File: src/rtl/fifo_wr_arbiter_pkg.sv
// Shared definitions for the FIFO write-port arbiter.
// Holds the lock FSM state encodings, the default word width and a clog2
// helper that the top uses to check its parameters at elaboration.
// The burst-lock feature is enabled by defining FIFO_WR_ARB_LOCK_EN.
package fifo_wr_arbiter_pkg;

  typedef enum logic {
    ST_IDLE = 1'b0,
    ST_LOCK = 1'b1
  } arb_state_t;

  localparam int DEFAULT_DATA_WIDTH = 8;

  // Ceiling log2 with a minimum of 1, so a two-source arbiter still
  // gets a one-bit index.
  function automatic int clog2(input int value);
    int result;
    result = 1;
    while ((1 << result) < value) begin
      result = result + 1;
    end
    return result;
  endfunction

endpackage

File: src/rtl/fifo_wr_arbiter_rr_pick.sv
// Rotating-priority encoder for the write-port arbiter.
// Searches req upward from index 'start', wrapping at NUM_REQ, and returns
// the first requesting source as a one-hot grant plus its binary index.
module fifo_wr_arbiter_rr_pick
  import fifo_wr_arbiter_pkg::*;
#(
  parameter int NUM_REQ = 4,
  parameter int IDX_W   = 2
) (
  input  logic [NUM_REQ-1:0] req,
  input  logic [IDX_W-1:0]   start,
  output logic [NUM_REQ-1:0] gnt,
  output logic [IDX_W-1:0]   idx,
  output logic               any
);

  logic [IDX_W:0]   sum;
  logic [IDX_W-1:0] pos;

  // Walk every offset from the start index and keep the first hit.
  always_comb begin
    gnt = '0;
    idx = '0;
    any = 1'b0;
    sum = '0;
    pos = '0;
    for (int k = 0; k < NUM_REQ; k++) begin
      sum = {1'b0, start} + (IDX_W+1)'(k);
      if (sum >= (IDX_W+1)'(NUM_REQ)) begin
        sum = sum - (IDX_W+1)'(NUM_REQ);
      end
      pos = sum[IDX_W-1:0];
      if (!any && req[pos]) begin
        any      = 1'b1;
        gnt[pos] = 1'b1;
        idx      = pos;
      end
    end
  end

endmodule

File: src/rtl/fifo_wr_arbiter.sv
// Round-robin arbiter sharing the async FIFO write port among NUM_REQ
// sources in the wr_clk domain. One source is granted per ready cycle and
// its word is registered into a one-deep stage that drives the FIFO; the
// stage holds its word while fifo_full is high, so nothing is dropped.
// Define FIFO_WR_ARB_LOCK_EN to keep the grant on one source for a whole
// burst (until a beat with req_last=1 is accepted).
module fifo_wr_arbiter
  import fifo_wr_arbiter_pkg::*;
#(
  parameter int NUM_REQ    = 4,
  parameter int DATA_WIDTH = DEFAULT_DATA_WIDTH,
  parameter int IDX_W      = 2
) (
  input  logic                          wr_clk,
  input  logic                          wr_rst,
  input  logic [NUM_REQ-1:0]            req,
  input  logic [NUM_REQ*DATA_WIDTH-1:0] req_data,
  input  logic [NUM_REQ-1:0]            req_last,
  output logic [NUM_REQ-1:0]            gnt,
  input  logic                          fifo_full,
  output logic                          fifo_wr_en,
  output logic [DATA_WIDTH-1:0]         fifo_wr_data,
  output logic [IDX_W-1:0]              fifo_wr_src,
  output logic                          busy
);

  if (IDX_W != clog2(NUM_REQ)) begin : g_idx_check
    $error("fifo_wr_arbiter: IDX_W must equal clog2(NUM_REQ)");
  end
  if (NUM_REQ < 2 || NUM_REQ > 8) begin : g_num_check
    $error("fifo_wr_arbiter: NUM_REQ must be in 2..8");
  end

  logic [DATA_WIDTH-1:0] src_word [NUM_REQ];
  logic [NUM_REQ-1:0]    req_eff;
  logic [NUM_REQ-1:0]    pick_gnt;
  logic [IDX_W-1:0]      pick_idx;
  logic                  pick_any;
  logic [IDX_W-1:0]      rr_ptr;
  logic [IDX_W-1:0]      rr_ptr_next;
  logic                  stage_rdy;
  logic                  accept;

  for (genvar i = 0; i < NUM_REQ; i++) begin : g_word
    assign src_word[i] = req_data[i*DATA_WIDTH +: DATA_WIDTH];
  end

  fifo_wr_arbiter_rr_pick #(
    .NUM_REQ (NUM_REQ),
    .IDX_W   (IDX_W)
  ) u_pick (
    .req   (req_eff),
    .start (rr_ptr),
    .gnt   (pick_gnt),
    .idx   (pick_idx),
    .any   (pick_any)
  );

  // rr_ptr is the next index to search from, i.e. one past the last grant.
  assign stage_rdy   = !fifo_wr_en || !fifo_full;
  assign accept      = stage_rdy && pick_any && wr_rst;
  assign gnt         = accept ? pick_gnt : '0;
  assign rr_ptr_next = (pick_idx == IDX_W'(NUM_REQ-1)) ? '0 : pick_idx + 1'b1;

  // Output stage: load on accept, empty on a drain with nothing behind it.
  always_ff @(posedge wr_clk or negedge wr_rst) begin
    if (!wr_rst) begin
      fifo_wr_en   <= 1'b0;
      fifo_wr_data <= '0;
      fifo_wr_src  <= '0;
      rr_ptr       <= '0;
    end else if (accept) begin
      fifo_wr_en   <= 1'b1;
      fifo_wr_data <= src_word[pick_idx];
      fifo_wr_src  <= pick_idx;
      rr_ptr       <= rr_ptr_next;
    end else if (fifo_wr_en && !fifo_full) begin
      fifo_wr_en   <= 1'b0;
    end
  end

`ifdef FIFO_WR_ARB_LOCK_EN
  arb_state_t       state_q, state_d;
  logic [IDX_W-1:0] lock_src_q, lock_src_d;

  assign req_eff = (state_q == ST_LOCK) ? (req & (NUM_REQ'(1) << lock_src_q)) : req;
  assign busy    = fifo_wr_en || (state_q == ST_LOCK);

  // Lock state register.
  always_ff @(posedge wr_clk or negedge wr_rst) begin
    if (!wr_rst) begin
      state_q    <= ST_IDLE;
      lock_src_q <= '0;
    end else begin
      state_q    <= state_d;
      lock_src_q <= lock_src_d;
    end
  end

  // Enter LOCK on a non-final beat, leave on the locked source's last beat.
  always_comb begin
    state_d    = state_q;
    lock_src_d = lock_src_q;
    case (state_q)
      ST_IDLE: begin
        if (accept && !req_last[pick_idx]) begin
          state_d    = ST_LOCK;
          lock_src_d = pick_idx;
        end
      end
      ST_LOCK: begin
        if (accept && req_last[pick_idx]) begin
          state_d = ST_IDLE;
        end
      end
      default: state_d = ST_IDLE;
    endcase
  end
`else
  logic unused_last;

  assign req_eff     = req;
  assign busy        = fifo_wr_en;
  assign unused_last = ^req_last;
`endif

endmodule

File: config.mk
export PLATFORM = sky130hd
export DESIGN_NAME = fifo_wr_arbiter
export DESIGN_NICKNAME = d
export VERILOG_FILES = /design/src/rtl/fifo_wr_arbiter_pkg.sv /design/src/rtl/fifo_wr_arbiter_rr_pick.sv /design/src/rtl/fifo_wr_arbiter.sv
export SDC_FILE = /design/constraint.sdc
export NUM_CORES = 1
export LEC_CHECK = 0
export ABC_AREA = 1
export ABC_CLOCK_PERIOD_IN_PS = 3020
export CAP_MARGIN = 20
export CORE_ASPECT_RATIO = 0.6
export CORE_UTILIZATION = 40
export DETAILED_ROUTE_END_ITERATION = 10
export GPL_TIMING_DRIVEN = 0
export HOLD_SLACK_MARGIN = 0.1
export PLACE_DENSITY = 0.75
export SYNTH_ARGS = -nofsm -noshare
export SYNTH_HDL_FRONTEND = slang
export SYNTH_SLANG_ARGS = --single-unit
File: constraint.sdc
create_clock -name wr_clk -period 3.02 [get_ports wr_clk]
set_clock_uncertainty 0.2 [all_clocks]
set_input_delay 0.604 -clock wr_clk [delete_from_list [all_inputs] [get_ports wr_clk]]
set_output_delay 0.604 -clock wr_clk [all_outputs]
set_load 0.03 [all_outputs]
# Yosys cells after proc, flatten, opt, wreduce, memory -nomap -nowiden
# Index checks and enable logic that the tools add are counted.
word_totals:
  reg_bits: 13
  latchBits: 0
  mem_bits_rw: 0
  romBits: 0
  inputBits: 43
  out_inout_bits: 16
  wordCells: 86
  memories: 0
op_classes:
  add_sub_neg: 8
  mul: 0
  div_mod_pow: 0
  order_cmp: 13
  n_eq_ne: 1
  shifts: 0
  muxes: 39
  bitwise_logic: 4
  n_reduce_logical: 17
ops:
  columns: ["operator", "n"]
  rows:
  - ["2-to-1 mux 4 bit", 5]
  - ["2-to-1 mux 2 bit", 9]
  - ["binary-select mux 8 bit (select 2 bit)", 1]
  - ["2-to-1 mux 8 bit", 2]
  - ["2-to-1 mux 1 bit", 14]
  - [">= comparator 3 bit, second input constant", 4]
  - ["< comparator 2 x 3 -> 1 bit, second input constant", 4]
  - ["bitwise OR 4 bit", 3]
  - ["logical AND 1 bit", 10]
  - ["binary-select mux 1 bit (select 2 bit)", 4]
  - ["demux 1 bit (select 2 bit)", 4]
  - [">= comparator 2 x 1 -> 1 bit, second input constant", 4]
  - ["subtractor 2 x 1 -> 2 bit, second input constant", 4]
  - ["adder 2 x 2 -> 3 bit, second input constant", 2]
  - ["zero test 1 bit", 5]
  - ["adder 2 x 1 -> 3 bit, second input constant", 1]
  - [">= comparator 2 x 3 -> 1 bit, second input constant", 1]
  - ["NOT 2 -> 3 bit", 1]
  - ["adder 2 x 1 -> 2 bit, second input constant", 1]
  - ["== test 2 bit, second input constant", 1]
  - ["nonzero test 2 bit", 1]
  - ["logical OR 1 bit", 1]

# Depth between registers and ports, before layout
# Gate-level depths: netlist (run 1).
logic_depth:
  depth_word: 18
  depth_mapped: 14
  depth_no_buf: 14

# Modules after synthesis
# From an unflattened synthesis (run 1), not the netlist that was laid out.
unflattened:
  hier_cells: 228
  area_unflattened_um2: 1471.4
modules_own_cells:
  columns: ["mod", "instances", "cells_each", "area_per_inst_um2", "seq_area_each_um2"]
  rows:
  - ["fifo_wr_arbiter", 1, 154, 1031.0, 325.3]
  - ["fifo_wr_arbiter_rr_pick", 1, 74, 440.4, 0.0]

# Worst setup path before layout (run 1)
# No wires, ideal clock.
synth_timing:
  path_kind: "reg2out"
  start: "register rr_ptr[0]"
  end: "output gnt[0]"
  arrival_ns: 2.093
  required_time_ns: 2.216
  path_slack_ns: 0.123
  path_stages_with_launch: 13
  n_path_buf: 1
  path_cell_list: "dfrtp_1 inv_2 ha_1 inv_1 nand2_1 nand2_2 nor2_8 nand3_4 nand3_2 inv_2 buf_2 nand2_1 inv_1"
synth_via:
  elab_chain_cells: 17
  word_cells_on_any_way: 63
  cone_classes: "7 x add/sub; 12 x order compare; 29 x mux; 3 x bitwise; 12 x reduce/logical"
synth_rtl:
  columns: ["element", "line", "source"]
  rows:
  - ["start: declaration", "fifo_wr_arbiter.sv:39", "logic [IDX_W-1:0] rr_ptr;"]
  - ["start signal: assignment", "fifo_wr_arbiter.sv:76", "rr_ptr <= rr_ptr_next;"]
  - ["parallel branches: the longest is 16 deep, another holds adder 2 x 1 -> 3 bit", null, null]
  - ["2-to-1 mux 4 bit (*)", "fifo_wr_arbiter.sv:62", "assign gnt = accept ? pick_gnt : '0;"]
  - ["end: declaration", "fifo_wr_arbiter.sv:19", "output logic [NUM_REQ-1:0] gnt,"]
# Every way passes the cells marked *. The select of a mux whose other input is x is not followed.

# Worst setup path after layout (run 1)
layout_timing:
  start: "input req[0]"
  end: "output gnt[3]"
layout_via:
  elab_chain_cells: 15
  word_cells_on_any_way: 28
  cone_classes: "17 x mux; 3 x bitwise; 8 x reduce/logical"
layout_rtl:
  columns: ["element", "line", "source"]
  rows:
  - ["start: declaration", "fifo_wr_arbiter.sv:16", "input logic [NUM_REQ-1:0] req,"]
  - ["binary-select mux 1 bit (select 2 bit)", "fifo_wr_arbiter_rr_pick.sv:33", "if (!any && req[pos]) begin"]
  - ["2-to-1 mux 1 bit (implied by the code)", "fifo_wr_arbiter_rr_pick.sv:33", null]
  - ["2-to-1 mux 1 bit", "fifo_wr_arbiter_rr_pick.sv:33", null]
  - ["zero test 1 bit", "fifo_wr_arbiter_rr_pick.sv:33", null]
  - ["logical AND 1 bit", "fifo_wr_arbiter_rr_pick.sv:33", null]
  - ["2-to-1 mux 1 bit", "fifo_wr_arbiter_rr_pick.sv:33", null]
  - ["zero test 1 bit", "fifo_wr_arbiter_rr_pick.sv:33", null]
  - ["logical AND 1 bit", "fifo_wr_arbiter_rr_pick.sv:33", null]
  - ["2-to-1 mux 1 bit", "fifo_wr_arbiter_rr_pick.sv:33", null]
  - ["zero test 1 bit", "fifo_wr_arbiter_rr_pick.sv:33", null]
  - ["logical AND 1 bit", "fifo_wr_arbiter_rr_pick.sv:33", null]
  - ["2-to-1 mux 1 bit", "fifo_wr_arbiter_rr_pick.sv:33", null]
  - ["logical AND 1 bit (2 in a row)", "fifo_wr_arbiter.sv:61", "assign accept = stage_rdy && pick_any && wr_rst;"]
  - ["2-to-1 mux 4 bit (*)", "fifo_wr_arbiter.sv:62", null]
# Mark *: on every way between the ends. The rest lies on a longest branch, timed or not. The select of a mux whose other input is x is not followed.

==> flow_summary_export.csv, run 1 <==
group,metric,value,unit
clock_tree,worst_setup_hold_path_clk_slew,50,ps
sta,period_minus_slack,2939,ps
setup_path,timing.critical_path.cells,"clkdlybuf4s50_1, inv_1, nand2_2, nand3_4, nand2_8, inv_2, nand3_2, nor2_4, nand2_2, a31o_4, inv_2, buf_6",
clock_tree,cts_num_sinks,13,
cells_and_area,sequential_cell_area,327.8,um2
detailed_routing,route.top_layer_used,"met4",
global_route,grt_max_degree,15,
pwr,power-per-cell-area,1223,nW/um2
yosys,synthesis.instances,215,
clock_tree,cts_tree,"built",
floorplan,die_area,3762,um2
place,post_place_instance_area,2002,um2
yosys,synth.area.top_cells,"dfrtp_1 23%, nand2_1 17%, nand3_1 10%, inv_1 9.3%, ha_1 8.0%",
min_path,hold_class,"in2async",
sta,hold_viol_final,0,
detailed_routing,detail-route-antenna-nets,0,
pwr,pwr-share-seq,11.9,%
setup_path,worst-path-max-fanout,5,
yosys,postSynthNetCount,267,
clock_tree,cts_made_buffers,3,
floorplan,core-area,3303,um2
setup_path,timing.critical_path.from_type,"input pin",
sta,setup_viol,0,
detailed_routing,route.layer.met1.wl,2.151,mm
sta,clock.fmax,340.2,MHz
cells_and_area,nFillCells,299,
cells_and_area,final_layout_size_suffix_gt1_share,20.92,%
flow_run,max_cap_violations,0,
pwr,static-leakage-power,1.146,nW
clock_tree,cts_h_tree_depth,1,
floorplan,io_pins,59,
setup_path,critical-path-max-stage-delay,420,ps
detailed_routing,routed-via-count,1598,
detailed_routing,vias_per_cell,4.887,
detailed_routing,route.met2.wl,1.632,mm
detailed_routing,drt-total-wl,4.100,mm
yosys,synth_seq_area_share,23.15,%
floorplan,die_width,78.52,um
pwr,combinational_power_share,82.5,%
detailed_routing,met3WireLength,294,um
global_route,antenna_violations_before_repair,0,
status,run_status,"completed",
pwr,power.switching_fraction,54.97,%
setup_path,timing.critical_path.arrival,2140,ps
cells_and_area,design.final.nets,335,
pwr,power.total,2.713,mW
clock_tree,clkLatencyLatePin,240,ps
cells_and_area,area_growth,57.79,%
global_route,grt_util_all_layers,22.40,%
global_route,first_pass_grt_wire_length,6.306,mm
setup_path,slowest_cell_on_the_critical_path,"clkdlybuf4s50_1",
detailed_routing,dr.first_iter.drc_count,96,
floorplan,chipHeight,47.91,um
yosys,yosysWarningCount,0,
yosys,synth_seq_cells,13,
setup_path,crit_buf_inv,5,
place,place.detailed.hpwl,3.178,mm
place,portBuffers,54,
clock_tree,clock_path_buffers,2,
yosys,post-synth-top-area-cell,"dfrtp_1",
sta,timing.max_slew.rel_slack,56.73,%
setup_path,sort_of_element_at_the_end_of_the_critical_path,"primary output",
setup_path,worst-setup-path-type,"in2out",
yosys,yosys.cell_types.count,28,
global_route,grt.overflow.total,0,
sta,final_max_slew_viol_count,0,
yosys,synthesis.area,1405,um2
pwr,p_sw,1.491,mW
yosys,postSynthAreaPerCell,6.535,um2
pwr,cellInternalPower,1.222,mW
global_route,via_count_of_the_first_global_routing_pass,1251,
yosys,synth_top_cell_area_share,23.15,%
pwr,clock_power_share,5.5,%
floorplan,std_cell_rows,16,
detailed_routing,route.detailed.wl_per_inst,12.54,um
cells_and_area,fin_area,2217,um2
detailed_routing,detail_route.drc_violations,0,
cells_and_area,utilization,67.12,%
clock_tree,cts-root-buf,"clkbuf_8",
place,routabilityCongestion,0.8196,
cells_and_area,area_of_the_multi_input_gates,991.0,um2
sta,worst-slew-pin-transition,648.0,ps
floorplan,initial_core_util,42.54,%
detailed_routing,drt_first_pass_iters,4,
cells_and_area,n_antenna_cell,0,
sta,timing.final.crit_share,97.32,%
pwr,vdd.ir_drop.worst,0.0005567,V
setup_path,largest_delay_share_family_worst_path,"buffers and inverters",
setup_path,crit_required,2220,ps
==> worst paths after layout <==
kind	start	endpoint	slack, ps	cells after the start
hold / removal	wr_rst	fifo_wr_data[6]$_DFFE_PN0P_	180	1
setup / recovery	req[0]	gnt[3]	80	12
max in group asynchronous	wr_rst	rr_ptr[1]$_DFFE_PN0P_	1990	1
setup reg to reg	rr_ptr[0]$_DFFE_PN0P_	rr_ptr[1]$_DFFE_PN0P_	360	15
min in group wr_clk	fifo_wr_data[7]$_DFFE_PN0P_	fifo_wr_data[7]$_DFFE_PN0P_	290	2
hold reg to reg	fifo_wr_data[7]$_DFFE_PN0P_	fifo_wr_data[7]$_DFFE_PN0P_	290	2
==> cell families after synthesis <==
group / count (synthesis) / synth area share [%]
and+or+nand+nor: 137 / 49.95
AOI/OAI and AO/OA: 13 / 6.144
adders and majority gates: 9 / 8.014
buffers and inverters: 43 / 12.73
DFF: 13 / 23.15
==> Yosys cell counts, drive strengths merged <==
master  instances
a21boi          1
a21oi           1
a22oi           3
a31o            1
buf             5
dfrtp          13
ha              9
inv            38
nand2          73
nand3          33
nand3b          6
nand4           7
nor2           13
o21a            1
o21ai           5
o22ai           1
or2             5
==> power groups by stage <==
stage                     combinational [mW]  clock, mW  sequential (mW)
after global placement                  1.91          0            0.342
after CTS                               2.09      0.154            0.324
after detailed placement                1.94          0            0.346
after floorplan                         1.26          0            0.468
after global routing                    2.45      0.163            0.332
final                                   2.24      0.150            0.323
==> state kept, by name, summed over array words and instances, names as in the netlist <==
name / count
fifo_wr_data: 8
fifo_wr_src: 2
rr_ptr: 2
busy: 1
==> layer usage <==
layer / up-vias / GRT usage [%]
met3: 4 / 4.000
met1: 710 / 36.19
li1: 820 / -
met2: 64 / 30.26
met4: 0 / 3.333
met5: - / 0
==> worst reg2reg max path, delay by kind of cell, from the launching register on <==
family / cells / cell delay [ps]
compound gates: 2 / 190
flops: 1 / 440
buf+inv: 5 / 730
fa+ha+maj: 1 / 270
simple gates: 7 / 720
==> timing repair <==
item / CTS / global route
endpoints found under the setup margin: 5 / 4
setup buffers: 8 / 2
pin swaps: 6 / 9
hold buffers: 0 / 0
gates resized for setup: 39 / 17
==> through the flow <==
step	instances	TNS (ps)	hold WS, ps	setup WS [ps]
2_1_floorplan	215	0	108.4	123.1
6_report	327	0	175.2	80.95
3_3_place_gp	314	-2965	266.2	-765.3
3_5_place_dp	314	-3165	269.6	-811.8
5_1_grt	327	-23.11	221.9	-16.20
4_1_cts	325	0	282.2	5.177
==> placed cells by master (no fill, tap or decap), types with 5 or more instances in the layout <==
cell type,n
dfrtp_1,11
or2_1,5
nand3b_1,6
buf_4,13
clkdlybuf4s50_1,46
nand4_1,7
inv_1,32
ha_1,8
nand3_4,5
nand2_1,58
nand2_2,13
nand3_1,27
nor2_1,7
==> final cells by class <==
| type | instances | area share, % |
|---|---|---|
| buffer | 4 | 1.411 |
| clock buffer | 4 | 2.032 |
| inverter | 38 | 6.998 |
| multi-input combinational | 159 | 44.70 |
| sequential | 13 | 14.79 |
| tap | 45 | 2.539 |
| timing repair buffer | 64 | 27.54 |
Power figures use the tool's default switching activity.
==> inputs of run 2 (changes only) <==
- SLEW_MARGIN: not set -> 20
==> results of run 2 <==
No change in the layout: final DEF, timing and power equal those of run 1.
==> inputs of run 3 (changes only) <==
- CORE_MARGIN: not set -> 10
==> flow_summary_export.csv, run 3 (synthesized netlist as in run 1, its figures left out) <==
group,metric,value,unit
global_route,grt_max_degree,15,
sta,timing.final.crit_share,96.40,%
clock_tree,cts_h_tree_depth,1,
sta,grt_setup_unrepaired,"no",
floorplan,die_area,6361,um2
sta,clock.fmax,343.5,MHz
floorplan,die_width,96.52,um
sta,timing.max_slew.rel_slack,54.81,%
global_route,via_count_of_the_first_global_routing_pass,1415,
cells_and_area,final_layout_size_suffix_gt1_share,22.30,%
pwr,vdd.ir_drop.worst,0.0005533,V
cells_and_area,design.final.nets,340,
sta,final_max_slew_viol_count,0,
detailed_routing,routed-via-count,1616,
flow_run,max_cap_violations,0,
cells_and_area,area_growth,59.93,%
min_path,hold_class,"in2async",
setup_path,timing.critical_path.cells,"inv_6, ha_4, inv_1, nand3_1, nand2_2, nand3_2, nor2_4, nand2_2, a31o_4, inv_1, buf_6",
detailed_routing,drt-total-wl,4.736,mm
sta,setup_viol,0,
floorplan,io_pins,59,
detailed_routing,dr.first_iter.drc_count,76,
sta,final.setup.worst_slack,108.8,ps
place,portBuffers,54,
sta,hold_viol_final,0,
clock_tree,worst_setup_hold_path_clk_slew,50,ps
global_route,grt.overflow.total,0,
setup_path,worst-setup-path-type,"reg2out",
cells_and_area,utilization,67.62,%
floorplan,initial_core_util,42.28,%
setup_path,critical-path-max-stage-delay,440,ps
clock_tree,cts_tree,"built",
place,routabilityCongestion,0.8297,
setup_path,slowest_cell_on_the_critical_path,"dfrtp_2",
clock_tree,cts-root-buf,"clkbuf_8",
cells_and_area,n_antenna_cell,0,
cells_and_area,reg.largest.list,"fifo_wr_data x8, fifo_wr_src x2, rr_ptr x2",
floorplan,std_cell_rows,16,
setup_path,worst-path-max-fanout,10,
place,post_place_instance_area,2002,um2
detailed_routing,vias_per_cell,4.867,
floorplan,chipHeight,65.91,um
cells_and_area,final_cell_mix,"60 x nand2_1, 45 x clkdlybuf4s50_1, 33 x inv_1",
clock_tree,cts_made_buffers,3,
global_route,antenna_violations_before_repair,0,
clock_tree,cts_num_sinks,13,
setup_path,sort_of_element_at_the_end_of_the_critical_path,"primary output",
sta,period_minus_slack,2911,ps
cells_and_area,fin_area,2247,um2
global_route,first_pass_grt_wire_length,7.107,mm
cells_and_area,leading_cell_type_in_the_layout_fill_and_taps_excluded,"nand2_1",
cells_and_area,largest_register_ffs,8,
clock_tree,clkLatencyLatePin,240,ps
setup_path,timing.critical_path.arrival,2110,ps
floorplan,core-area,3323,um2
detailed_routing,detail_route.drc_violations,0,
clock_tree,clock_path_buffers,2,
pwr,power-per-cell-area,1243,nW/um2
cells_and_area,regMostFlops,"fifo_wr_data",
detailed_routing,drt_first_pass_iters,4,
detailed_routing,route.detailed.wl_per_inst,14.27,um
global_route,grt_util_all_layers,13.88,%
setup_path,timing.critical_path.from_type,"flip-flop",
detailed_routing,detail-route-antenna-nets,0,
pwr,static-leakage-power,1.188,nW
place,place.detailed.hpwl,3.559,mm
pwr,power.total,2.794,mW
place,dpl_worst_slack,-808.6,ps
status,run_status,"completed",
sta,worst-slew-pin-transition,676.7,ps
setup_path,crit_required,2220,ps
[run 3: cell types whose count changed in the layout (fill, tap and decap cells not counted), sizes merged]
cell and change:
clkbuf +1, buf +4, dlygate4sd2 -1, dlymetal6s2s +2
clkdlybuf4s50 -1
[run 3: critical path: cells and delay by family, from the launching register on]
kind                       cells  cell delay, ps
and+or+nand+nor                5             560
adders and majority gates      1             240
AOI/OAI and AO/OA              1             210
DFF                            1             440
buffers and inverters          4             420
[run 3: path summary, 6_finish.rpt]
| path | start | end | slack, ps | depth (start not counted) |
|---|---|---|---|---|
| setup reg to reg | rr_ptr[0]$_DFFE_PN0P_ | rr_ptr[1]$_DFFE_PN0P_ | 370 | 14 |
| min in group wr_clk | fifo_wr_src[0]$_DFFE_PN0P_ | fifo_wr_src[0]$_DFFE_PN0P_ | 290 | 1 |
| hold reg to reg | fifo_wr_src[0]$_DFFE_PN0P_ | fifo_wr_src[0]$_DFFE_PN0P_ | 290 | 1 |
| setup / recovery | rr_ptr[0]$_DFFE_PN0P_ | gnt[3] | 110 | 11 |
| hold / removal | wr_rst | fifo_wr_data[6]$_DFFE_PN0P_ | 190 | 1 |
| max in group asynchronous | wr_rst | rr_ptr[1]$_DFFE_PN0P_ | 1960 | 1 |
[run 3: metrics by stage]
step	setup TNS [ps]	instances	hold WS, ps
finish	0	332	186.4
floorplan	0	215	108.4
detailed placement	-3127	314	270.7
global route	0	332	217.8
CTS	0	326	284.6
global placement	-3069	314	268.6
[run 3: area by class of cell]
type                       count  area, um2
fill                         302       1076
multi-input combinational    159      977.2
timing repair buffer          69      654.4
sequential                    13      327.8
inverter                      38      155.1
tap                           45      56.30
clock buffer                   4      45.04
buffer                         4      31.28
[run 3: what timing repair did]
action	in CTS	in global routing
hold buffers	0	0
resized for setup	37	16
endpoints found under the setup margin	5	4
pin swaps	4	7
buffers inserted	9	6
[run 3: routing by layer]
layer  up-vias  wire length, um  track usage [%]
met2        54             1981            18.44
met5         -                0                0
met1       730             2346            21.29
li1        828                -                -
met3         4              368            3.175
met4         0               40            3.249
[run 3: power breakdown]
part	switching, mW	internal (mW)
clock	0.0593	0.0930
sequential	0.0585	0.267
combinational	1.41	0.911
total	1.52	1.27
